--- src/rtl/mem_port_arbiter_pkg.sv ---
// rtl/mem_port_arbiter_pkg.sv - shared types and constants for the memory port arbiter
package mem_arb_pkg;

    typedef enum logic {
        ARB_IDLE = 1'b0,
        ARB_BUSY = 1'b1
    } arb_state_e;

    typedef enum logic [1:0] {
        OWN_NONE = 2'd0,
        OWN_IF   = 2'd1,
        OWN_D    = 2'd2
    } owner_e;

    localparam int MEM_LAT_MAX = 4;
    localparam int STARVE_W    = 8;
    localparam int LAT_W       = $clog2(MEM_LAT_MAX + 1);

endpackage

--- src/rtl/mem_port_arbiter_if.sv ---
// rtl/mem_port_arbiter_if.sv - fetch, data and memory-side signal bundle of the arbiter
interface mem_port_arbiter_if #(
    parameter int ADDR_W = 32,
    parameter int DATA_W = 32
);
    logic                  if_req;
    logic [ADDR_W-1:0]     if_addr;
    logic                  if_gnt;
    logic                  if_rvalid;
    logic [DATA_W-1:0]     if_rdata;

    logic                  d_req;
    logic                  d_we;
    logic [DATA_W/8-1:0]   d_be;
    logic [ADDR_W-1:0]     d_addr;
    logic [DATA_W-1:0]     d_wdata;
    logic                  d_gnt;
    logic                  d_rvalid;
    logic [DATA_W-1:0]     d_rdata;

    logic                  mem_en;
    logic                  mem_we;
    logic [DATA_W/8-1:0]   mem_be;
    logic [ADDR_W-1:0]     mem_addr;
    logic [DATA_W-1:0]     mem_wdata;
    logic [DATA_W-1:0]     mem_rdata;

    logic                  stall_if;

    modport slave (
        input  if_req, if_addr, d_req, d_we, d_be, d_addr, d_wdata, mem_rdata,
        output if_gnt, if_rvalid, if_rdata, d_gnt, d_rvalid, d_rdata,
        output mem_en, mem_we, mem_be, mem_addr, mem_wdata, stall_if
    );

    modport master (
        output if_req, if_addr, d_req, d_we, d_be, d_addr, d_wdata, mem_rdata,
        input  if_gnt, if_rvalid, if_rdata, d_gnt, d_rvalid, d_rdata,
        input  mem_en, mem_we, mem_be, mem_addr, mem_wdata, stall_if
    );
endinterface

--- src/rtl/mem_port_arbiter_lat_tracker.sv ---
// rtl/mem_port_arbiter_lat_tracker.sv - outstanding-read tracker: owner, latency countdown, rvalid
module mem_arb_lat_tracker
    import mem_arb_pkg::*;
#(
    parameter int MEM_LAT = 1
) (
    input  logic   clk,
    input  logic   rst,
    input  logic   issue_rd_i,
    input  owner_e issue_owner_i,
    output logic   port_free_o,
    output logic   rvalid_if_o,
    output logic   rvalid_d_o
);

    arb_state_e       state_q, state_d;
    logic [LAT_W-1:0] lat_q, lat_d;
    owner_e           owner_q, owner_d;
    logic             complete;

    assign complete = (state_q == ARB_BUSY) && (lat_q == LAT_W'(1));

    always_ff @(posedge clk) begin
        if (rst) begin
            state_q <= ARB_IDLE;
            lat_q   <= '0;
            owner_q <= OWN_NONE;
        end else begin
            state_q <= state_d;
            lat_q   <= lat_d;
            owner_q <= owner_d;
        end
    end

    always_comb begin
        state_d = state_q;
        lat_d   = lat_q;
        owner_d = owner_q;
        if (state_q == ARB_BUSY) begin
            if (complete) begin
                state_d = ARB_IDLE;
                lat_d   = '0;
                owner_d = OWN_NONE;
            end else begin
                lat_d = lat_q - 1'b1;
            end
        end
        // A new read may be issued in the completion cycle, overriding the return to IDLE.
        if (issue_rd_i) begin
            state_d = ARB_BUSY;
            lat_d   = LAT_W'(MEM_LAT);
            owner_d = issue_owner_i;
        end
    end

    assign port_free_o = (state_q == ARB_IDLE) || complete;
    assign rvalid_if_o = complete && (owner_q == OWN_IF) && !rst;
    assign rvalid_d_o  = complete && (owner_q == OWN_D) && !rst;

endmodule

--- src/rtl/mem_port_arbiter.sv ---
// rtl/mem_port_arbiter.sv - fetch/data arbiter for a shared single-port memory
// Optional MEM_ARB_PERF_CNT_EN adds conflict and fetch-wait performance counters.
module mem_port_arbiter
    import mem_arb_pkg::*;
#(
    parameter int ADDR_W     = 32,
    parameter int DATA_W     = 32,
    parameter int MEM_LAT    = 1,
    parameter int STARVE_MAX = 8
) (
    input  logic             clk,
    input  logic             rst,
    mem_port_arbiter_if.slave bus
`ifdef MEM_ARB_PERF_CNT_EN
    ,
    output logic [31:0]      perf_conflict_cnt,
    output logic [31:0]      perf_if_wait_cnt
`endif
);

    localparam int BE_W = DATA_W / 8;
    localparam logic [STARVE_W-1:0] STARVE_LIM = STARVE_W'(STARVE_MAX);

    logic                port_free;
    logic                free;
    logic                starved;
    logic                gnt_if;
    logic                gnt_d;
    logic                issue_rd;
    owner_e              issue_owner;
    logic                rvalid_if;
    logic                rvalid_d;
    logic                stall_if;
    logic [STARVE_W-1:0] starve_q, starve_d;

    assign free    = port_free && !rst;
    assign starved = (starve_q == STARVE_LIM);

    // Data normally wins as the older instruction; a saturated starvation count flips priority.
    always_comb begin
        gnt_if = 1'b0;
        gnt_d  = 1'b0;
        if (free) begin
            if (starved && bus.if_req) begin
                gnt_if = 1'b1;
            end else if (bus.d_req) begin
                gnt_d = 1'b1;
            end else if (bus.if_req) begin
                gnt_if = 1'b1;
            end
        end
    end

    assign issue_rd    = gnt_if || (gnt_d && !bus.d_we);
    assign issue_owner = gnt_if ? OWN_IF : OWN_D;
    assign stall_if    = bus.if_req && !gnt_if && !rst;

    always_comb begin
        bus.mem_en    = 1'b0;
        bus.mem_we    = 1'b0;
        bus.mem_be    = '0;
        bus.mem_addr  = '0;
        bus.mem_wdata = '0;
        if (gnt_if) begin
            bus.mem_en   = 1'b1;
            bus.mem_be   = {BE_W{1'b1}};
            bus.mem_addr = bus.if_addr;
        end else if (gnt_d) begin
            bus.mem_en    = 1'b1;
            bus.mem_we    = bus.d_we;
            bus.mem_be    = bus.d_be;
            bus.mem_addr  = bus.d_addr;
            bus.mem_wdata = bus.d_wdata;
        end
    end

    always_comb begin
        starve_d = '0;
        if (bus.if_req && !gnt_if) begin
            starve_d = starved ? starve_q : starve_q + 1'b1;
        end
    end

    always_ff @(posedge clk) begin
        if (rst) begin
            starve_q <= '0;
        end else begin
            starve_q <= starve_d;
        end
    end

    mem_arb_lat_tracker #(
        .MEM_LAT (MEM_LAT)
    ) u_lat_tracker (
        .clk           (clk),
        .rst           (rst),
        .issue_rd_i    (issue_rd),
        .issue_owner_i (issue_owner),
        .port_free_o   (port_free),
        .rvalid_if_o   (rvalid_if),
        .rvalid_d_o    (rvalid_d)
    );

    assign bus.if_gnt    = gnt_if;
    assign bus.d_gnt     = gnt_d;
    assign bus.if_rvalid = rvalid_if;
    assign bus.d_rvalid  = rvalid_d;
    assign bus.if_rdata  = rvalid_if ? bus.mem_rdata : '0;
    assign bus.d_rdata   = rvalid_d ? bus.mem_rdata : '0;
    assign bus.stall_if  = stall_if;

`ifdef MEM_ARB_PERF_CNT_EN
    logic [31:0] conflict_q, conflict_d;
    logic [31:0] if_wait_q, if_wait_d;

    always_comb begin
        conflict_d = conflict_q;
        if_wait_d  = if_wait_q;
        if (free && bus.if_req && bus.d_req) begin
            conflict_d = conflict_q + 32'd1;
        end
        if (stall_if) begin
            if_wait_d = if_wait_q + 32'd1;
        end
    end

    always_ff @(posedge clk) begin
        if (rst) begin
            conflict_q <= '0;
            if_wait_q  <= '0;
        end else begin
            conflict_q <= conflict_d;
            if_wait_q  <= if_wait_d;
        end
    end

    assign perf_conflict_cnt = conflict_q;
    assign perf_if_wait_cnt  = if_wait_q;
`endif

endmodule

--- src/flat_wrapper.sv ---
// flat-port wrapper written by rule: the top's interface ports become plain ports
module mem_port_arbiter_flat import mem_arb_pkg::*;
#(
    parameter int ADDR_W     = 32,
    parameter int DATA_W     = 32,
    parameter int MEM_LAT    = 1,
    parameter int STARVE_MAX = 8
)
  (clk, rst, bus_if_req, bus_if_addr, bus_d_req, bus_d_we, bus_d_be, bus_d_addr, bus_d_wdata, bus_mem_rdata, bus_if_gnt, bus_if_rvalid, bus_if_rdata, bus_d_gnt, bus_d_rvalid, bus_d_rdata, bus_mem_en, bus_mem_we, bus_mem_be, bus_mem_addr, bus_mem_wdata, bus_stall_if);
  mem_port_arbiter_if #(.ADDR_W(ADDR_W), .DATA_W(DATA_W)) bus_i ();
  input  logic clk;
  input  logic rst;
  input wire logic [$bits(bus_i.if_req)-1:0] bus_if_req;
  input wire logic [$bits(bus_i.if_addr)-1:0] bus_if_addr;
  input wire logic [$bits(bus_i.d_req)-1:0] bus_d_req;
  input wire logic [$bits(bus_i.d_we)-1:0] bus_d_we;
  input wire logic [$bits(bus_i.d_be)-1:0] bus_d_be;
  input wire logic [$bits(bus_i.d_addr)-1:0] bus_d_addr;
  input wire logic [$bits(bus_i.d_wdata)-1:0] bus_d_wdata;
  input wire logic [$bits(bus_i.mem_rdata)-1:0] bus_mem_rdata;
  output wire logic [$bits(bus_i.if_gnt)-1:0] bus_if_gnt;
  output wire logic [$bits(bus_i.if_rvalid)-1:0] bus_if_rvalid;
  output wire logic [$bits(bus_i.if_rdata)-1:0] bus_if_rdata;
  output wire logic [$bits(bus_i.d_gnt)-1:0] bus_d_gnt;
  output wire logic [$bits(bus_i.d_rvalid)-1:0] bus_d_rvalid;
  output wire logic [$bits(bus_i.d_rdata)-1:0] bus_d_rdata;
  output wire logic [$bits(bus_i.mem_en)-1:0] bus_mem_en;
  output wire logic [$bits(bus_i.mem_we)-1:0] bus_mem_we;
  output wire logic [$bits(bus_i.mem_be)-1:0] bus_mem_be;
  output wire logic [$bits(bus_i.mem_addr)-1:0] bus_mem_addr;
  output wire logic [$bits(bus_i.mem_wdata)-1:0] bus_mem_wdata;
  output wire logic [$bits(bus_i.stall_if)-1:0] bus_stall_if;
  assign bus_i.if_req = bus_if_req;
  assign bus_i.if_addr = bus_if_addr;
  assign bus_i.d_req = bus_d_req;
  assign bus_i.d_we = bus_d_we;
  assign bus_i.d_be = bus_d_be;
  assign bus_i.d_addr = bus_d_addr;
  assign bus_i.d_wdata = bus_d_wdata;
  assign bus_i.mem_rdata = bus_mem_rdata;
  assign bus_if_gnt = bus_i.if_gnt;
  assign bus_if_rvalid = bus_i.if_rvalid;
  assign bus_if_rdata = bus_i.if_rdata;
  assign bus_d_gnt = bus_i.d_gnt;
  assign bus_d_rvalid = bus_i.d_rvalid;
  assign bus_d_rdata = bus_i.d_rdata;
  assign bus_mem_en = bus_i.mem_en;
  assign bus_mem_we = bus_i.mem_we;
  assign bus_mem_be = bus_i.mem_be;
  assign bus_mem_addr = bus_i.mem_addr;
  assign bus_mem_wdata = bus_i.mem_wdata;
  assign bus_stall_if = bus_i.stall_if;
  mem_port_arbiter #(.ADDR_W(ADDR_W), .DATA_W(DATA_W), .MEM_LAT(MEM_LAT), .STARVE_MAX(STARVE_MAX)) u_core (.clk(clk), .rst(rst), .bus(bus_i));
endmodule
--- config.mk ---
export PLATFORM = sky130hd
export DESIGN_NAME = mem_port_arbiter_flat
export DESIGN_NICKNAME = d
export VERILOG_FILES = /design/src/rtl/mem_port_arbiter_pkg.sv /design/src/rtl/mem_port_arbiter_if.sv /design/src/rtl/mem_port_arbiter_lat_tracker.sv /design/src/rtl/mem_port_arbiter.sv /design/src/flat_wrapper.sv
export SDC_FILE = /design/constraint.sdc
export NUM_CORES = 1
export LEC_CHECK = 0
export BUFFER_PORTS_ARGS = -buffer_cell sky130_fd_sc_hd__clkbuf_2
export CAP_MARGIN = 20
export CORE_AREA = 2 2 108 110
export CTS_BUF_LIST = sky130_fd_sc_hd__clkbuf_2
export DETAILED_ROUTE_END_ITERATION = 8
export DIE_AREA = 0 0 110 112
export GPL_ROUTABILITY_DRIVEN = 0
export HOLD_SLACK_MARGIN = 0.15
export PLACE_DENSITY_LB_ADDON = 0.3
export REMOVE_ABC_BUFFERS = 1
export SLEW_MARGIN = 20
export SYNTH_ARGS = -nofsm -noshare
export SYNTH_HDL_FRONTEND = slang
export SYNTH_SLANG_ARGS = --single-unit
--- constraint.sdc ---
create_clock -name clk -period 2.2 [get_ports clk]
set_input_delay 0.33 -clock clk [delete_from_list [all_inputs] [get_ports clk]]
set_output_delay 0.33 -clock clk [all_outputs]
set_load 0.005 [all_outputs]
## Word level (Yosys, flattened, before mapping)

Cells that the tools add are included.

| cells by class | value |
|---|---|
| add/sub/neg operators | 2 |
| eq/ne operators | 4 |
| muxes and demuxes | 29 |
| bitwise gates (word level) | 2 |
| reduce and logical (&&, ||, !) cells | 20 |

Operator list:

| kind | number |
|---|---|
| 2-to-1 mux 32 bit | 6 |
| 2-to-1 mux 1 bit | 16 |
| logical AND 1 bit | 10 |
| adder 8 x 1 -> 8 bit, second input constant | 1 |
| == test 8 x 4 -> 1 bit, second input constant | 1 |
| 2-to-1 mux 2 bit | 4 |
| 2-to-1 mux 4 bit | 2 |
| nonzero test 2 bit | 2 |
| OR reduction 2 bit | 2 |
| == test 3 x 1 -> 1 bit, second input constant | 1 |
| zero test 1 bit | 3 |
| 2-to-1 mux 3 bit | 1 |
| subtractor 3 x 1 -> 3 bit, second input constant | 1 |
| == test 2 x 1 -> 1 bit, second input constant | 1 |
| == test 2 bit, second input constant | 1 |
| logical OR 1 bit | 2 |
| inverter 1 bit | 2 |
| AND reduction 2 bit | 1 |

| storage, ports and cells | value |
|---|---|
| register bits after elaboration | 14 |
| input bits | 137 |
| output and inout bits | 139 |
| logic and storage cells | 62 |

## Depth between registers and ports, before layout

| logic depth | value |
|---|---|
| depth in word-level cells | 9 |
| mapped depth | 8 |
| gate-level depth less buffers | 6 |

## Cells and area by module

From an unflattened synthesis, not the netlist that was laid out.

| unflattened totals | value |
|---|---|
| cell total of the unflattened synthesis | 243 |
| area total of the unflattened synthesis | 1,846.8 µm² |

By module, submodules not included:

| module | instances | cells each | area each (µm²) | seq. area each (µm²) |
|---|---|---|---|---|
| mem_port_arbiter | 1 | 211 | 1,569.0 | 160.2 |
| mem_arb_lat_tracker | 1 | 32 | 277.8 | 120.1 |

## Worst setup path before layout

OpenSTA, ideal clock, no wires.

| timing | value |
|---|---|
| path kind | reg2out |
| from | register u_core.starve_q[0] |
| to | output bus_mem_addr[10] |
| arrival | 1.727 ns |
| required time | 1.870 ns |
| setup slack | 0.143 ns |
| cell stages (with the launch flop) | 9 |
| buffers on the path | 2 |
| path through | dfxtp_1 -> inv_1 -> ha_1 -> nor4b_4 -> and2_4 -> a2111oi_4 -> buf_6 -> buf_6 -> a22o_1 |

| between the ends | value |
|---|---|
| longest elaborated chain between the ends | 6 |
| elaborated cells on any way between the ends | 8 |
| those cells by class | eq/ne (1); mux (6); reduce/logical (1) |

Ends and longest elaborated chain:

| element | RTL line | text |
|---|---|---|
| start: declaration | mem_port_arbiter.sv:34 | `logic [STARVE_W-1:0] starve_q, starve_d;` |
| start signal: assignment | mem_port_arbiter.sv:88 | `starve_q <= starve_d;` |
| == test 8 x 4 -> 1 bit * | mem_port_arbiter.sv:37 | `assign starved = (starve_q == STARVE_LIM);` |
| logical AND 1 bit * | mem_port_arbiter.sv:44 | `if (starved && bus.if_req) begin` |
| 2-to-1 mux 1 bit | mem_port_arbiter.sv:44 |  |
| 2-to-1 mux 1 bit | mem_port_arbiter.sv:43 | `if (free) begin` |
| 2-to-1 mux 32 bit | mem_port_arbiter.sv:68 | `end else if (gnt_d) begin` |
| 2-to-1 mux 32 bit * | mem_port_arbiter.sv:64 | `if (gnt_if) begin` |
| end: declaration | flat_wrapper.sv:30 | `output wire logic [$bits(bus_i.mem_addr)-1:0] bus_mem_addr;` |

Mark *: on every way between the ends. The rest lies on a longest branch, timed or not.

## Worst setup path in the final report

| timing | value |
|---|---|
| from | register u_core.u_lat_tracker.lat_q[1] |
| to | output bus_mem_addr[19] |

| between the ends | value |
|---|---|
| longest elaborated chain between the ends | 7 |
| elaborated cells on any way between the ends | 8 |
| those cells by class | eq/ne (1); mux (4); reduce/logical (3) |

Ends and longest elaborated chain:

| element | RTL line | text |
|---|---|---|
| start: declaration | mem_port_arbiter_lat_tracker.sv:17 | `logic [LAT_W-1:0] lat_q, lat_d;` |
| start signal: assignment | mem_port_arbiter_lat_tracker.sv:30 | `lat_q <= lat_d;` |
| == test 3 x 1 -> 1 bit * | mem_port_arbiter_lat_tracker.sv:21 | `assign complete = (state_q == ARB_BUSY) && (lat_q == LAT_W'(1));` |
| logical AND 1 bit * | mem_port_arbiter_lat_tracker.sv:21 |  |
| logical OR 1 bit * | mem_port_arbiter_lat_tracker.sv:56 | `assign port_free_o = (state_q == ARB_IDLE) \|\| complete;` |
| logical AND 1 bit * | mem_port_arbiter.sv:36 | `assign free = port_free && !rst;` |
| 2-to-1 mux 1 bit | mem_port_arbiter.sv:43 |  |
| 2-to-1 mux 32 bit | mem_port_arbiter.sv:68 |  |
| 2-to-1 mux 32 bit * | mem_port_arbiter.sv:64 |  |

Marked as above.

==> results.yml <==
yosys:
  ys_seq_area_share_pct: 15.5
  synth_area_um2: 1810
  ys_warn_count: 0
  synthFlopType: "dfxtp_1"
  synth-async-reset-ratio_pct: 0
  synthCells: 236
  netlist_top_cells_area: "and2_1 34%, a22o_1 15%, dfxtp_1 15%, ha_1 2.8%, buf_6 2.5%"
  syn_avg_cell_area_um2: 7.67
  synth_seq_cells: 14
  post-synth-top-count-cell: "and2_1"
  synth.distinct_cells: 36
  synth_edf_count: 0
  synth_area_leader_cell: "and2_1"
  ys_top_cells_by_count: "97 x and2_1, 32 x a22o_1, 14 x dfxtp_1, 11 x nor2_1, 8 x inv_1"
  synth.top_cell.area_share_pct: 33.5
cells_and_area:
  drive_above_1_share_pct: 78.3
  stdcell_area_um2: 4850
  regArea_um2: 285
  area_delta_synth_final_pct: 168
  n_antenna_cell: 0
  fillers: 1092
  nNetsFinal: 690
  multi_input_area_um2: 1690
cts:
  clock_path_buffers: 2
  clock_latency_ns: 0.28
  clock-sinks: 14
  cts_tree: "done"
  cts.clk_slew.worst_paths_ns: 0.13
  h-tree-depth: 1
  postCtsHoldBufs: 0
  cts_root_buf: "clkbuf_2"
  cts_buffers: 3
worst_setup_path:
  path_delay_family: "buffers and inverters"
  reg2reg_to: "u_core.u_lat_tracker.owner_q[1]"
  cp.buffers_inverters: 5
  arrival_ns: 2.13
  path_class: "reg -> out"
  crit_chain: "inv_2 -> ha_4 -> nor2b_4 -> nor2b_4 -> a2111oi_4 -> buf_4 -> buf_12 -> clkbuf_16 -> a22o_1 -> clkbuf_2"
  reg2reg_depth: 10
  r2r_start: "u_core.u_lat_tracker.lat_q[1]"
  crit_path_max_fanout: 8
  slowest_stage: "dfxtp_2"
  crit_path_start_kind: "register"
  max_stage_delay_ns: 0.35
  ff2ff_setup_slack_ns: 0.31
  crit_top_cell: "nor2b_4"
  required_ns: 1.87
  worst-path-stages: 10
  cp-end-kind: "output pin"
outcome:
  violations: "negative setup slack"
  outcome: "finished with violations"
flow_run:
  maxCapViolations: 0
detailed_routing:
  viasPerCell: 4.39
  drt_iter0_drc: 127
  drt_pass1_iterations: 4
  wl_um: 11600
  final_antenna_net_count: 0
  remaining_drc_errors: 0
  wl_per_cell_um: 16.8
  detailroute.via_count: 3035
grt:
  grt_use_met3_pct: 1.87
  overflow: 0
  grt_busiest_layer: "met2"
  gr-usage-met1_pct: 16.3
  met2_usage_pct: 28.5
  grt_max_degree: 35
  grt_pass1_vias: 2698
  antenna_found_initial: 0
  grt_pass1_wl_um: 14000
  grtUsageTotal_pct: 14.5
floorplanning:
  initial_core_util_pct: 16.2
  pin_count: 276
  die_y_um: 112
  fp.dieArea_um2: 12300
  die_w_um: 110
  rows: 39
  core_area_um2: 11200
min_path:
  min_path_cells: 3
  hold-path-endpoint: "u_core.u_lat_tracker.owner_q[1]"
  hold_class: "in -> reg"
  min_from: "bus_d_we"
sta:
  fmax_mhz: 406
  finalClockSkew_ns: 0.0122
  tightest_slew_ns: 0.445
  slew_headroom_pct: 69.6
  finalCriticalPeriod_ns: 2.46
  setup_viol: 136
  rsz0062_at_grt: "true"
  hold_viol_final: 0
  setup_slack_ns: -0.263
  fin_crit_sh_pct: 112
  finalMaxSlewViolations: 0
  final.setup.tns_ns: -20.68
pwr:
  p_per_area_nw_per_um2: 224
  p_leak_uw: 0.00259
  ir_worst_vdd_mv: 0.133
place:
  hpwl_um: 7470
  io_buffers: 275
  place_area_um2: 3440
## area by class of cell
| cell class | instances | area share (%) |
|---|---|---|
| inverter | 8 | 0.619 |
| timing repair buffer | 325 | 54.6 |
| clock inverter | 1 | 0.0774 |
| multi-input combinational | 197 | 34.8 |
| sequential | 14 | 5.88 |
| tap | 143 | 3.69 |
| clock buffer | 3 | 0.310 |
## layer usage
layer  part of all wire (%)  vias up
met5                      0        -
met4                    1.9        0
met3                    7.1       14
met2                     57      172
met1                     34     1417
li1                       -     1432
## metrics by stage
step | utilization (%) | total power [µW] | cells | setup WS [ns] | hold slack (ns)
3_3_place_gp | 30.8 | 749 | 651 | -0.0682 | 0.483
4_1_cts | 35.4 | 998 | 677 | -0.264 | 0.359
2_1_floorplan | - | 455 | 219 | -0.887 | 0.409
6_report | 43.4 | 1090 | 691 | -0.263 | 0.359
3_5_place_dp | 30.8 | 754 | 651 | -0.0986 | 0.497
5_1_grt | 43.4 | 1150 | 691 | -0.366 | 0.350
## worst reg2reg max path, cell delays in order (launching register included)
cell       delay, ns
dfxtp_2         0.35
inv_2           0.07
ha_4            0.13
nor2b_4         0.20
nor2b_4         0.07
a2111oi_4       0.30
buf_4           0.19
buf_12          0.14
clkbuf_16       0.17
buf_4           0.11
o2bb2ai_1       0.10
## state kept, by name, summed over array words and instances (netlist names)
signal,flops
u_core.u_lat_tracker.owner_q,2
u_core.starve_q,8
u_core.u_lat_tracker.state_q,1
u_core.u_lat_tracker.lat_q,3
## cells in the final DEF, fill, tap and decap left out, types with 3 or more instances in the layout
cell type | synthesis | layout
nor2_1 | 11 | 11
buf_16 | 0 | 6
and2_4 | 1 | 78
inv_1 | 8 | 5
dfxtp_2 | 0 | 4
and2_1 | 97 | 20
a22o_1 | 32 | 31
nand2_1 | 5 | 4
buf_4 | 2 | 20
dfxtp_1 | 14 | 10
clkbuf_16 | 0 | 6
nand3_1 | 6 | 6
buf_2 | 4 | 20
o21a_1 | 4 | 4
buf_6 | 4 | 86
nor4b_4 | 1 | 3
inv_2 | 0 | 3
clkbuf_2 | 0 | 177
buf_12 | 0 | 10
xor2_1 | 5 | 5
## where the power goes
| group | switching (µW) | leakage, µW | internal (µW) |
|---|---|---|---|
| Sequential | 16.6 | 0.000116 | 268 |
| Clock | 86.2 | 0.0000140 | 39.5 |
| Combinational | 278 | 0.00246 | 397 |
| Total | 380 | 0.00259 | 705 |
## cells by family after synthesis
kind of cell,share of synthesized area [%]
DFF,15.5
AOI/OAI and AO/OA,23.3
adders and majority gates,2.77
and+or+nand+nor,47.0
buffers and inverters,7.54
muxes,0.553
xor gates and xnor gates,3.39
## what timing repair did
item,in CTS,in global routing
endpoints found under the setup margin,138,139
buffers inserted,13,9
cloned,9,8
pin swaps,19,79
gates resized for setup,37,228
## worst max-delay path by stage
stage,slack [ns],from,to
global placement,-0.07,u_core.u_lat_tracker.lat_q[1],bus_mem_addr[30]
finish,-0.26,u_core.u_lat_tracker.lat_q[1],bus_mem_addr[19]
global route,-0.37,u_core.u_lat_tracker.lat_q[1],bus_mem_wdata[25]
floorplan,-0.89,u_core.starve_q[0],bus_mem_addr[0]
detailed placement,-0.1,u_core.u_lat_tracker.lat_q[1],bus_mem_addr[30]
CTS,-0.26,u_core.starve_q[0],bus_mem_wdata[7]
Power figures use the tool's default switching activity.
